**config.mk**
```make
export PLATFORM = sky130hd
export DESIGN_NAME = inst_fetch_flat
export DESIGN_NICKNAME = d
export VERILOG_FILES = /design/src/rtl/inst_fetch_pkg.sv /design/src/rtl/inst_fetch_if.sv /design/src/rtl/inst_fetch_buf.sv /design/src/rtl/inst_fetch.sv /design/src/flat_wrapper.sv
export SDC_FILE = /design/constraint.sdc
export NUM_CORES = 1
export LEC_CHECK = 0
export ABC_AREA = 1
export CAP_MARGIN = 40
export CORE_ASPECT_RATIO = 1.5
export CORE_MARGIN = 3
export CORE_UTILIZATION = 54
export CTS_BUF_LIST = sky130_fd_sc_hd__clkbuf_8
export CTS_CLUSTER_DIAMETER = 100
export DETAILED_ROUTE_END_ITERATION = 7
export PLACE_DENSITY = 0.93
export SLEW_MARGIN = 20
export SYNTH_ARGS = -nofsm -noshare
export SYNTH_HDL_FRONTEND = slang
export SYNTH_SLANG_ARGS = --single-unit
```
**constraint.sdc**
```tcl
create_clock -name i_clk -period 3.4 [get_ports i_clk]
set_clock_uncertainty 0.2 [all_clocks]
set_input_delay 0.34 -clock i_clk [delete_from_list [all_inputs] [get_ports i_clk]]
set_output_delay 0.34 -clock i_clk [all_outputs]
set_load 0.01 [all_outputs]
```
**src/rtl/inst_fetch_pkg.sv**
```systemverilog
// Shared core constants and the fetch-buffer entry type. The instruction memory
// uses the same package, so it and the fetch path agree on instruction and address widths.
package inst_fetch_pkg;

    localparam int ADDR_WIDTH = 32;
    localparam int INST_WIDTH = 48;
    localparam int INST_BYTES = 6;
    localparam int BUF_DEPTH  = 2;

    typedef struct packed {
        logic [ADDR_WIDTH-1:0] pc;
        logic [INST_WIDTH-1:0] inst;
    } fetch_entry_t;

    // Sequential successor address; wraps modulo 2^32 by construction.
    function automatic logic [ADDR_WIDTH-1:0] next_pc(input logic [ADDR_WIDTH-1:0] addr);
        return addr + ADDR_WIDTH'(INST_BYTES);
    endfunction

endpackage

```
**src/rtl/inst_fetch_if.sv**
```systemverilog
// Fetch-stage bus: instruction-memory read port, redirect strobe and decode handshake.
// The fetch unit is the master; memory, decode and redirect logic form the slave side.
interface inst_fetch_if;
    import inst_fetch_pkg::*;

    logic                  o_imem_en;
    logic [ADDR_WIDTH-1:0] o_imem_addr;
    logic [INST_WIDTH-1:0] i_imem_data;
    logic                  i_redirect;
    logic [ADDR_WIDTH-1:0] i_redirect_pc;
    logic                  o_valid;
    logic                  i_ready;
    logic [INST_WIDTH-1:0] o_inst;
    logic [ADDR_WIDTH-1:0] o_pc;

    modport master (
        output o_imem_en, o_imem_addr, o_valid, o_inst, o_pc,
        input  i_imem_data, i_redirect, i_redirect_pc, i_ready
    );

    modport slave (
        input  o_imem_en, o_imem_addr, o_valid, o_inst, o_pc,
        output i_imem_data, i_redirect, i_redirect_pc, i_ready
    );

endinterface

```
**src/rtl/inst_fetch_buf.sv**
```systemverilog
// Two-entry in-order {pc, inst} buffer with push, pop and flush.
// The head is read straight from a slot register, so it has no path from the push data.
module inst_fetch_buf
    import inst_fetch_pkg::*;
(
    input  logic         i_clk,
    input  logic         i_rst,
    input  logic         i_push,
    input  fetch_entry_t i_push_entry,
    input  logic         i_pop,
    input  logic         i_flush,
    output logic [1:0]   o_count,
    output fetch_entry_t o_head
);

    logic         rd_ptr_reg;
    logic         wr_ptr_reg;
    logic [1:0]   count_reg;
    logic         pop_ok;
    logic         push_ok;
    logic         write_en;
    fetch_entry_t slot [BUF_DEPTH];

    assign pop_ok   = i_pop && (count_reg != 2'd0);
    // A full buffer accepts a push only when the head leaves in the same cycle.
    assign push_ok  = i_push && ((count_reg != 2'd2) || pop_ok);
    assign write_en = push_ok && !i_flush;

    genvar gi;
    generate
        for (gi = 0; gi < BUF_DEPTH; gi++) begin : g_slot
            fetch_entry_t entry_reg;

            always_ff @(posedge i_clk) begin
                if (i_rst) begin
                    entry_reg <= '0;
                end else if (write_en && (int'(wr_ptr_reg) == gi)) begin
                    entry_reg <= i_push_entry;
                end
            end

            assign slot[gi] = entry_reg;
        end
    endgenerate

    always_ff @(posedge i_clk) begin
        if (i_rst || i_flush) begin
            rd_ptr_reg <= 1'b0;
            wr_ptr_reg <= 1'b0;
            count_reg  <= 2'd0;
        end else begin
            if (pop_ok) begin
                rd_ptr_reg <= ~rd_ptr_reg;
            end
            if (push_ok) begin
                wr_ptr_reg <= ~wr_ptr_reg;
            end
            count_reg <= count_reg + 2'(push_ok) - 2'(pop_ok);
        end
    end

    assign o_count = count_reg;
    assign o_head  = slot[rd_ptr_reg];

endmodule

```
**src/rtl/inst_fetch.sv**
```systemverilog
// Instruction fetch: issues sequential 6-byte reads, buffers responses in a 2-entry
// queue and offers them to decode; a redirect flushes the queue and refetches.
module inst_fetch
    import inst_fetch_pkg::*;
#(
    parameter logic [ADDR_WIDTH-1:0] RESET_PC = 32'h0000_0000
) (
    input  logic          i_clk,
    input  logic          i_rst,
    inst_fetch_if.master  bus
);

    logic [ADDR_WIDTH-1:0] pc_reg;
    logic [ADDR_WIDTH-1:0] inflight_addr_reg;
    logic                  inflight_reg;

    logic [1:0]            buf_count;
    fetch_entry_t          buf_head;
    fetch_entry_t          push_entry;

    logic                  redirect;
    logic                  valid;
    logic                  pop;
    logic                  push;
    logic                  issue;
    logic [2:0]            occupancy;
    logic [ADDR_WIDTH-1:0] req_addr;

    always_comb begin
        redirect  = bus.i_redirect && !i_rst;
        valid     = !i_rst && (buf_count != 2'd0) && !redirect;
        pop       = valid && bus.i_ready;
        // Slots already claimed once this cycle's transfer is accounted for.
        occupancy = {1'b0, buf_count} + {2'b00, inflight_reg} - {2'b00, pop};
        issue     = !i_rst && (redirect || (occupancy < 3'd2));
        req_addr  = redirect ? bus.i_redirect_pc : pc_reg;
        // A response returning in a redirect cycle belongs to the abandoned stream.
        push      = inflight_reg && !redirect && !i_rst;
    end

    assign push_entry = '{pc: inflight_addr_reg, inst: bus.i_imem_data};

    inst_fetch_buf u_buf (
        .i_clk        (i_clk),
        .i_rst        (i_rst),
        .i_push       (push),
        .i_push_entry (push_entry),
        .i_pop        (pop),
        .i_flush      (redirect),
        .o_count      (buf_count),
        .o_head       (buf_head)
    );

    always_ff @(posedge i_clk) begin
        if (i_rst) begin
            pc_reg            <= RESET_PC;
            inflight_reg      <= 1'b0;
            inflight_addr_reg <= '0;
        end else begin
            inflight_reg <= issue;
            if (issue) begin
                pc_reg            <= next_pc(req_addr);
                inflight_addr_reg <= req_addr;
            end
        end
    end

    assign bus.o_imem_en   = issue;
    assign bus.o_imem_addr = req_addr;
    assign bus.o_valid     = valid;
    assign bus.o_inst      = i_rst ? '0 : buf_head.inst;
    assign bus.o_pc        = i_rst ? '0 : buf_head.pc;

endmodule
```
**src/flat_wrapper.sv**
```systemverilog
// flat-port wrapper written by rule: the top's interface ports become plain ports
module inst_fetch_flat import inst_fetch_pkg::*;
#(
    parameter logic [ADDR_WIDTH-1:0] RESET_PC = 32'h0000_0000
)
  (i_clk, i_rst, bus_o_imem_en, bus_o_imem_addr, bus_o_valid, bus_o_inst, bus_o_pc, bus_i_imem_data, bus_i_redirect, bus_i_redirect_pc, bus_i_ready);
  inst_fetch_if bus_i ();
  input  logic i_clk;
  input  logic i_rst;
  output wire logic [$bits(bus_i.o_imem_en)-1:0] bus_o_imem_en;
  output wire logic [$bits(bus_i.o_imem_addr)-1:0] bus_o_imem_addr;
  output wire logic [$bits(bus_i.o_valid)-1:0] bus_o_valid;
  output wire logic [$bits(bus_i.o_inst)-1:0] bus_o_inst;
  output wire logic [$bits(bus_i.o_pc)-1:0] bus_o_pc;
  input wire logic [$bits(bus_i.i_imem_data)-1:0] bus_i_imem_data;
  input wire logic [$bits(bus_i.i_redirect)-1:0] bus_i_redirect;
  input wire logic [$bits(bus_i.i_redirect_pc)-1:0] bus_i_redirect_pc;
  input wire logic [$bits(bus_i.i_ready)-1:0] bus_i_ready;
  assign bus_o_imem_en = bus_i.o_imem_en;
  assign bus_o_imem_addr = bus_i.o_imem_addr;
  assign bus_o_valid = bus_i.o_valid;
  assign bus_o_inst = bus_i.o_inst;
  assign bus_o_pc = bus_i.o_pc;
  assign bus_i.i_imem_data = bus_i_imem_data;
  assign bus_i.i_redirect = bus_i_redirect;
  assign bus_i.i_redirect_pc = bus_i_redirect_pc;
  assign bus_i.i_ready = bus_i_ready;
  inst_fetch #(.RESET_PC(RESET_PC)) u_core (.i_clk(i_clk), .i_rst(i_rst), .bus(bus_i));
endmodule
```
==> impl_metrics.tcl, run 1 <==
set metrics [dict create \
    track_usage_pct 24.9 \
    synth-edff-count 0 \
    finalHoldViolCount 0 \
    status "completed" \
    fin_crit_sh_pct 95.6 \
    first_iter_violations 876 \
    worstPathMaxFanout 85 \
    worstSetupPathType "input port to output pin" \
    gr-total-overflow 0 \
    cts.sinks 228 \
    cts_tree "done" \
    drc 0 \
    wl_per_cell_um 14.0 \
    worstPathCellList "clkdlybuf4s50_1 > buf_4 > inv_6 > buf_4 > o21ai_0 > a21oi_1 > clkdlybuf4s50_1" \
    vias_per_cell 5.34 \
    setup_violations 0 \
    synth-async-reset-ratio_pct 0 \
    die_y_um 179 \
    drt_first_pass_iters 6 \
    rsz0062_at_grt "no" \
    grt_max_degree 129 \
    ys_top_cells_by_area "dfxtp_1 (42%), o21ai_0 (13%), a21oi_1 (12%)" \
    period_needed_ns 3.25 \
    route.final.wire_length_um 28000 \
    dieArea_um2 21700 \
    drt.antenna.violating_nets 0 \
    maxSlewHeadroom_pct 58.9 \
    p_switching_uw 1630 \
    dr_total_vias 10600 \
    synth_top_area_share_pct 42.4 \
    num_rows 62 \
    drv_cap 0 \
    timing.hold.ws_ns 0.239 \
    grt_first_pass_wirelength_um 45800 \
    slew_violations 0 \
    yosysMostFrequentCell "o21ai_0" \
    combPwrFrac_pct 15.1 \
    ctsResizeCount 3 \
    worst_setup_path_end_kind "output pin" \
    power_density_nw_per_um2 455 \
    cp-start-kind "input port" \
    netlist_area_um2 10800 \
    cts_buffers 35 \
    yosys.cell_types.count 40 \
    yosys_warnings 0 \
    portBuffers 197 \
    fin_util_pct 70.7 \
    n_antenna_cell 0 \
    critPathBufInv 5 \
    critPathRequiredTime_ns 2.86 \
    final_cells 1993 \
    placed_area_um2 13000 \
    root_buffer "clkbuf_8" \
    crit_arrival_ns 2.71 \
    clk_pin_slew_ns 0.06 \
    fmax_mhz 308 \
    synth_top_area_cell "dfxtp_1" \
    core_area_um2 19400 \
    final_cell_area_um2 13700 \
    hold_buffers 0 \
    htree_levels 2 \
    chipWidth_um 121 \
    crit_family "buffers and inverters" \
    tightest_slew_ns 0.616 \
    place_inst 1933 \
    grt_pass1_vias 10100 \
    p_seq_share_pct 46.2 \
    antenna_found_initial 0 \
    ios 198 \
    p_leak_uw 0.00547 \
    largest_register_ff_count 160 \
    synth_ff_type "dfxtp_1" \
    clockPowerShare_pct 38.6 \
    place_hpwl_um 19200 \
    hp-class "flop to flop" \
    synth_nets 1638 \
    fillers 1490 \
    synth_seq_cells 228 \
    layout.nets 1803 \
    slowest_stage "clkdlybuf4s50_1" \
    gp_congestion 0.907 \
    initial_utilization_pct 55.5 \
    clk_latency_ns 0.50 \
    syn_to_final_growth_pct 27.5 \
    synth_commonest_cells "o21ai_0 (269), a21oi_1 (266), inv_1 (237)" \
    syn_area_per_cell_um2 6.94 \
    ir_worst_vdd_mv 0.285 \
    power.internal_uw 4610 \
    drive_gt1_share_pct 8.81 \
    swShare_pct 26.2 \
    cts_setup_buffers 0 \
    clock_path_buffers 3 \
    cp_slowest_stage_delay_ns 0.57 \
    ys_seq_area_share_pct 42.4 \
    netlist_instances 1549 \
]
-- per-stage QoR --
step                      setup TNS, ns  setup slack [ns]  power [uW]
after floorplan                       0             0.239        3450
after global placement           -0.891            -0.123        3840
after detailed placement          -4.26            -0.198        3880
after CTS                             0           0.00682        6280
after global routing                  0           0.00136        6520
final                                 0             0.148        6240
-- cell type report --
type                    instances  area, um^2  area share (%)
flip-flops and latches        228        4570            33.3
inverters                     248         938            6.84
repair buffers                238        2360            17.2
clock buffers                  43         592            4.32
clock inverters                17         151            1.10
well taps                     256         320            2.34
multi-input cells             963        4780            34.9
-- power groups by stage --
stage                     sequential [uW]  combinational, uW  clock (uW)
after floorplan                      2920                538           0
after global placement               2930                911           0
after detailed placement             2940                936           0
after CTS                            2880                943        2450
after global routing                 2900               1050        2570
final                                2890                945        2410
-- tightest hold or removal path, stage by stage, from the launching register on --
cell,delay (ns)
dfxtp_1,0.30
inv_1,0.04
a21oi_1,0.05
-- metal layers --
metal	track usage (%)	routed length, um	vias to the layer above	part of all wire (%)
met5	0	0	-	0
met4	11.9	1250	0	4.5
met3	3.28	1730	82	6.2
met2	44.6	14000	385	50
met1	29.3	11000	4813	39
li1	-	-	5363	-
-- path summary, 6_finish.rpt --
| check | start | end | slack, ns | cells after the start |
|---|---|---|---|---|
| worst max-delay path | i_rst | bus_o_inst[30] | 0.15 | 7 |
| worst min-delay path | u_core.u_buf.g_slot[0].entry_reg[16] | u_core.u_buf.g_slot[0].entry_reg[16] | 0.24 | 2 |
| worst max register to register | u_core.u_buf.o_count[1] | u_core.pc_reg[18] | 0.26 | 18 |
| worst min register to register | u_core.u_buf.g_slot[0].entry_reg[16] | u_core.u_buf.g_slot[0].entry_reg[16] | 0.24 | 2 |
-- cells in the final DEF, fill, tap and decap left out, types with 3 or more instances in the layout --
cell type,synthesis,routed
clkdlybuf4s50_1,0,196
nor2_1,84,84
o211a_1,5,5
nor3_1,13,13
nand3_1,63,62
a211oi_1,3,3
bufinv_16,0,3
nor2_4,8,8
nand2_1,182,182
inv_1,237,245
nand3b_1,3,3
clkbuf_8,0,43
nand4_1,6,6
ha_1,4,4
a31oi_1,3,3
dfxtp_1,228,226
buf_4,4,34
o21ai_1,6,6
nand2_4,4,4
nor2_2,3,3
a21oi_1,266,265
buf_12,0,7
clkinv_2,0,4
nand2_2,21,21
o21ai_0,269,269
inv_2,10,9
-- cell families (layout without fill, tap and decap cells) --
kind of cell / Yosys count / after routing / share of synthesized area [%]
simple gates: 392 / 392 / 16.5
fa+ha+maj: 5 / 5 / 0.651
xor+xnor: 3 / 3 / 0.244
flops: 228 / 228 / 42.4
buf+inv: 358 / 546 / 13.3
compound gates: 563 / 563 / 26.9
Power figures use the tool's default switching activity.
==> inputs of run 2 (changes only) <==
--- a/config.mk
+++ b/config.mk
@@ -9,11 +9,11 @@
 export CAP_MARGIN = 40
 export CORE_ASPECT_RATIO = 1.5
 export CORE_MARGIN = 3
-export CORE_UTILIZATION = 54
+export CORE_UTILIZATION = 28
 export CTS_BUF_LIST = sky130_fd_sc_hd__clkbuf_8
 export CTS_CLUSTER_DIAMETER = 100
 export DETAILED_ROUTE_END_ITERATION = 7
-export PLACE_DENSITY = 0.93
+export PLACE_DENSITY = 0.59
 export SLEW_MARGIN = 20
 export SYNTH_ARGS = -nofsm -noshare
 export SYNTH_HDL_FRONTEND = slang
==> constraint.sdc (replaced) <==
create_clock -name i_clk -period 3.2 [get_ports i_clk]
set_clock_uncertainty 0.2 [all_clocks]
set_input_delay 0.32 -clock i_clk [delete_from_list [all_inputs] [get_ports i_clk]]
set_output_delay 0.32 -clock i_clk [all_outputs]
set_load 0.01 [all_outputs]
==> impl_metrics.tcl, run 2 (synthesized netlist as in run 1, its figures left out) <==
set metrics [dict create \
    clock_path_buffers 3 \
    worst_setup_path_end_kind "output pin" \
    num_rows 87 \
    drv_cap 0 \
    critPathRequiredTime_ns 2.68 \
    p_leak_uw 0.00574 \
    worstPathCellList "clkdlybuf4s50_1 > buf_4 > inv_6 > buf_12 > buf_16 > buf_8 > o21ai_0 > a21oi_1 > clkdlybuf4s50_1" \
    chipWidth_um 166 \
    fin_util_pct 38.3 \
    final.setup.tns_ns 0 \
    ir_worst_vdd_mv 0.237 \
    wl_per_cell_um 13.9 \
    hp-class "input port to flop" \
    initial_utilization_pct 28.5 \
    place_hpwl_um 21900 \
    r2r_slack_ns 0.20 \
    final_cell_mix "o21ai_0 (269), a21oi_1 (263), inv_1 (241), dfxtp_1 (225), clkdlybuf4s50_1 (194)" \
    mostFrequentLayoutCell "o21ai_0" \
    core_area_um2 37800 \
    crit_path_frequent_cell "clkdlybuf4s50_1" \
    tightest_slew_ns 0.776 \
    status "completed" \
    cts.sinks 228 \
    drt.antenna.violating_nets 0 \
    layout.nets 1840 \
    fmax_mhz 324 \
    hp-start "bus_i_redirect_pc[0]" \
    dieArea_um2 40900 \
    hold_depth 3 \
    grt_first_pass_wirelength_um 49700 \
    power_density_nw_per_um2 486 \
    largest_register_ff_count 160 \
    rsz0062_at_grt "yes" \
    antenna_found_initial 1 \
    hold_buffers 0 \
    cp_num_cells 9 \
    portBuffers 197 \
    drt_first_pass_iters 5 \
    period_needed_ns 3.09 \
    worstPathMaxFanout 48 \
    cts_tree "done" \
    drc 0 \
    finalHoldViolCount 0 \
    syn_to_final_growth_pct 34.5 \
    setup_ws_ns 0.109 \
    fin_crit_sh_pct 96.6 \
    cp-start-kind "input port" \
    crit_family "buffers and inverters" \
    place_inst 2192 \
    die_y_um 246 \
    cp_slowest_stage_delay_ns 0.57 \
    worstSetupPathType "input port to output pin" \
    reg2regPathDepth 18 \
    cts_buffers 41 \
    track_usage_pct 14.7 \
    route.final.wire_length_um 31500 \
    dr_total_vias 10500 \
    r2r_end "u_core.pc_reg[4]" \
    slew_violations 0 \
    clk_latency_ns 0.54 \
    final_cells 2267 \
    clk_pin_slew_ns 0.06 \
    gp_congestion 0.866 \
    grt_max_degree 84 \
    vias_per_cell 4.62 \
    dp_slack_ns -0.447 \
    r2r-start "u_core.u_buf.o_count[0]" \
    setup_violations 0 \
    drive_gt1_share_pct 11.4 \
    maxSlewHeadroom_pct 48.3 \
    slowest_stage "clkdlybuf4s50_1" \
    gr-total-overflow 0 \
    critPathBufInv 7 \
    ios 198 \
    crit_arrival_ns 2.57 \
    grt_pass1_vias 9630 \
    htree_levels 2 \
    holdPathEnd "u_core.inflight_addr_reg[0]" \
    root_buffer "clkbuf_8" \
    first_iter_violations 588 \
]
## run 2: cell count changes in the layout (fill, tap and decap cells not counted), moves of 2 or more
cell	change
nor2_1	-2
clkinvlp_4	+2
a21oi_2	+2
clkdlybuf4s50_1	-2
inv_2	+2
buf_4	+24
dlymetal6s2s_1	+2
inv_1	-4
buf_6	+2
buf_12	+3
nor2_2	+2
a21oi_1	-2
clkbuf_8	+8
## run 2: routing by layer
metal	track usage [%]	routed length [um]	up-vias
met1	17.6	13400	4738
li1	-	-	5439
met3	2.62	1410	65
met4	5.53	982	0
met2	26.1	15700	236
met5	0	0	-
## run 2: report_power, final
part / leakage [uW] / switching, uW / internal (uW)
Combinational: 0.00341 / 566 / 495
Sequential: 0.00186 / 79.2 / 2980
Clock: 0.000467 / 1230 / 1680
Total: 0.00574 / 1870 / 5160
## run 2: what timing repair did
action                                  in CTS  in global routing
setup buffers                                2                  3
pin swaps                                    4                  4
hold endpoints to repair                     0                  0
endpoints found under the setup margin       1                 63
resized for setup                           10                 11
## run 2: worst max path at each step
| stage | slack [ns] | from | end |
|---|---|---|---|
| floorplan | 0.08 | bus_i_redirect | bus_o_imem_en |
| global placement | -0.40 | i_rst | bus_o_imem_en |
| detailed placement | -0.45 | i_rst | u_core.pc_reg[4] |
| CTS | 0.02 | i_rst | bus_o_inst[11] |
| global route | -0.03 | i_rst | u_core.pc_reg[4] |
| finish | 0.11 | i_rst | bus_o_inst[12] |
## run 2: stage by stage
stage	power [uW]	instance area (um^2)	hold slack, ns
global route	7390	14500	0.212
finish	7030	14500	0.217
CTS	7160	14400	0.165
floorplan	3670	10800	0.220
global placement	4160	13500	0.226
detailed placement	4180	13500	0.231
## run 2: worst reg2reg max path, delay by kind of cell (launching register included)
family | cells | cell delay [ns]
buffers and inverters | 7 | 0.71
AO/OA/AOI/OAI | 5 | 0.65
adder cells (fa/ha/maj) | 2 | 0.65
AND/OR/NAND/NOR | 4 | 0.38
flip-flops | 1 | 0.34
## run 2: cell type report
class,count,area [um^2]
Clock buffer,51,702
Fill cell,3978,23300
Clock inverter,18,168
Timing Repair Buffer,269,2670
Inverter,248,938
Multi-Input combinational cell,963,4800
Tap cell,489,612
Antenna cell,1,2.50
Sequential cell,228,4570
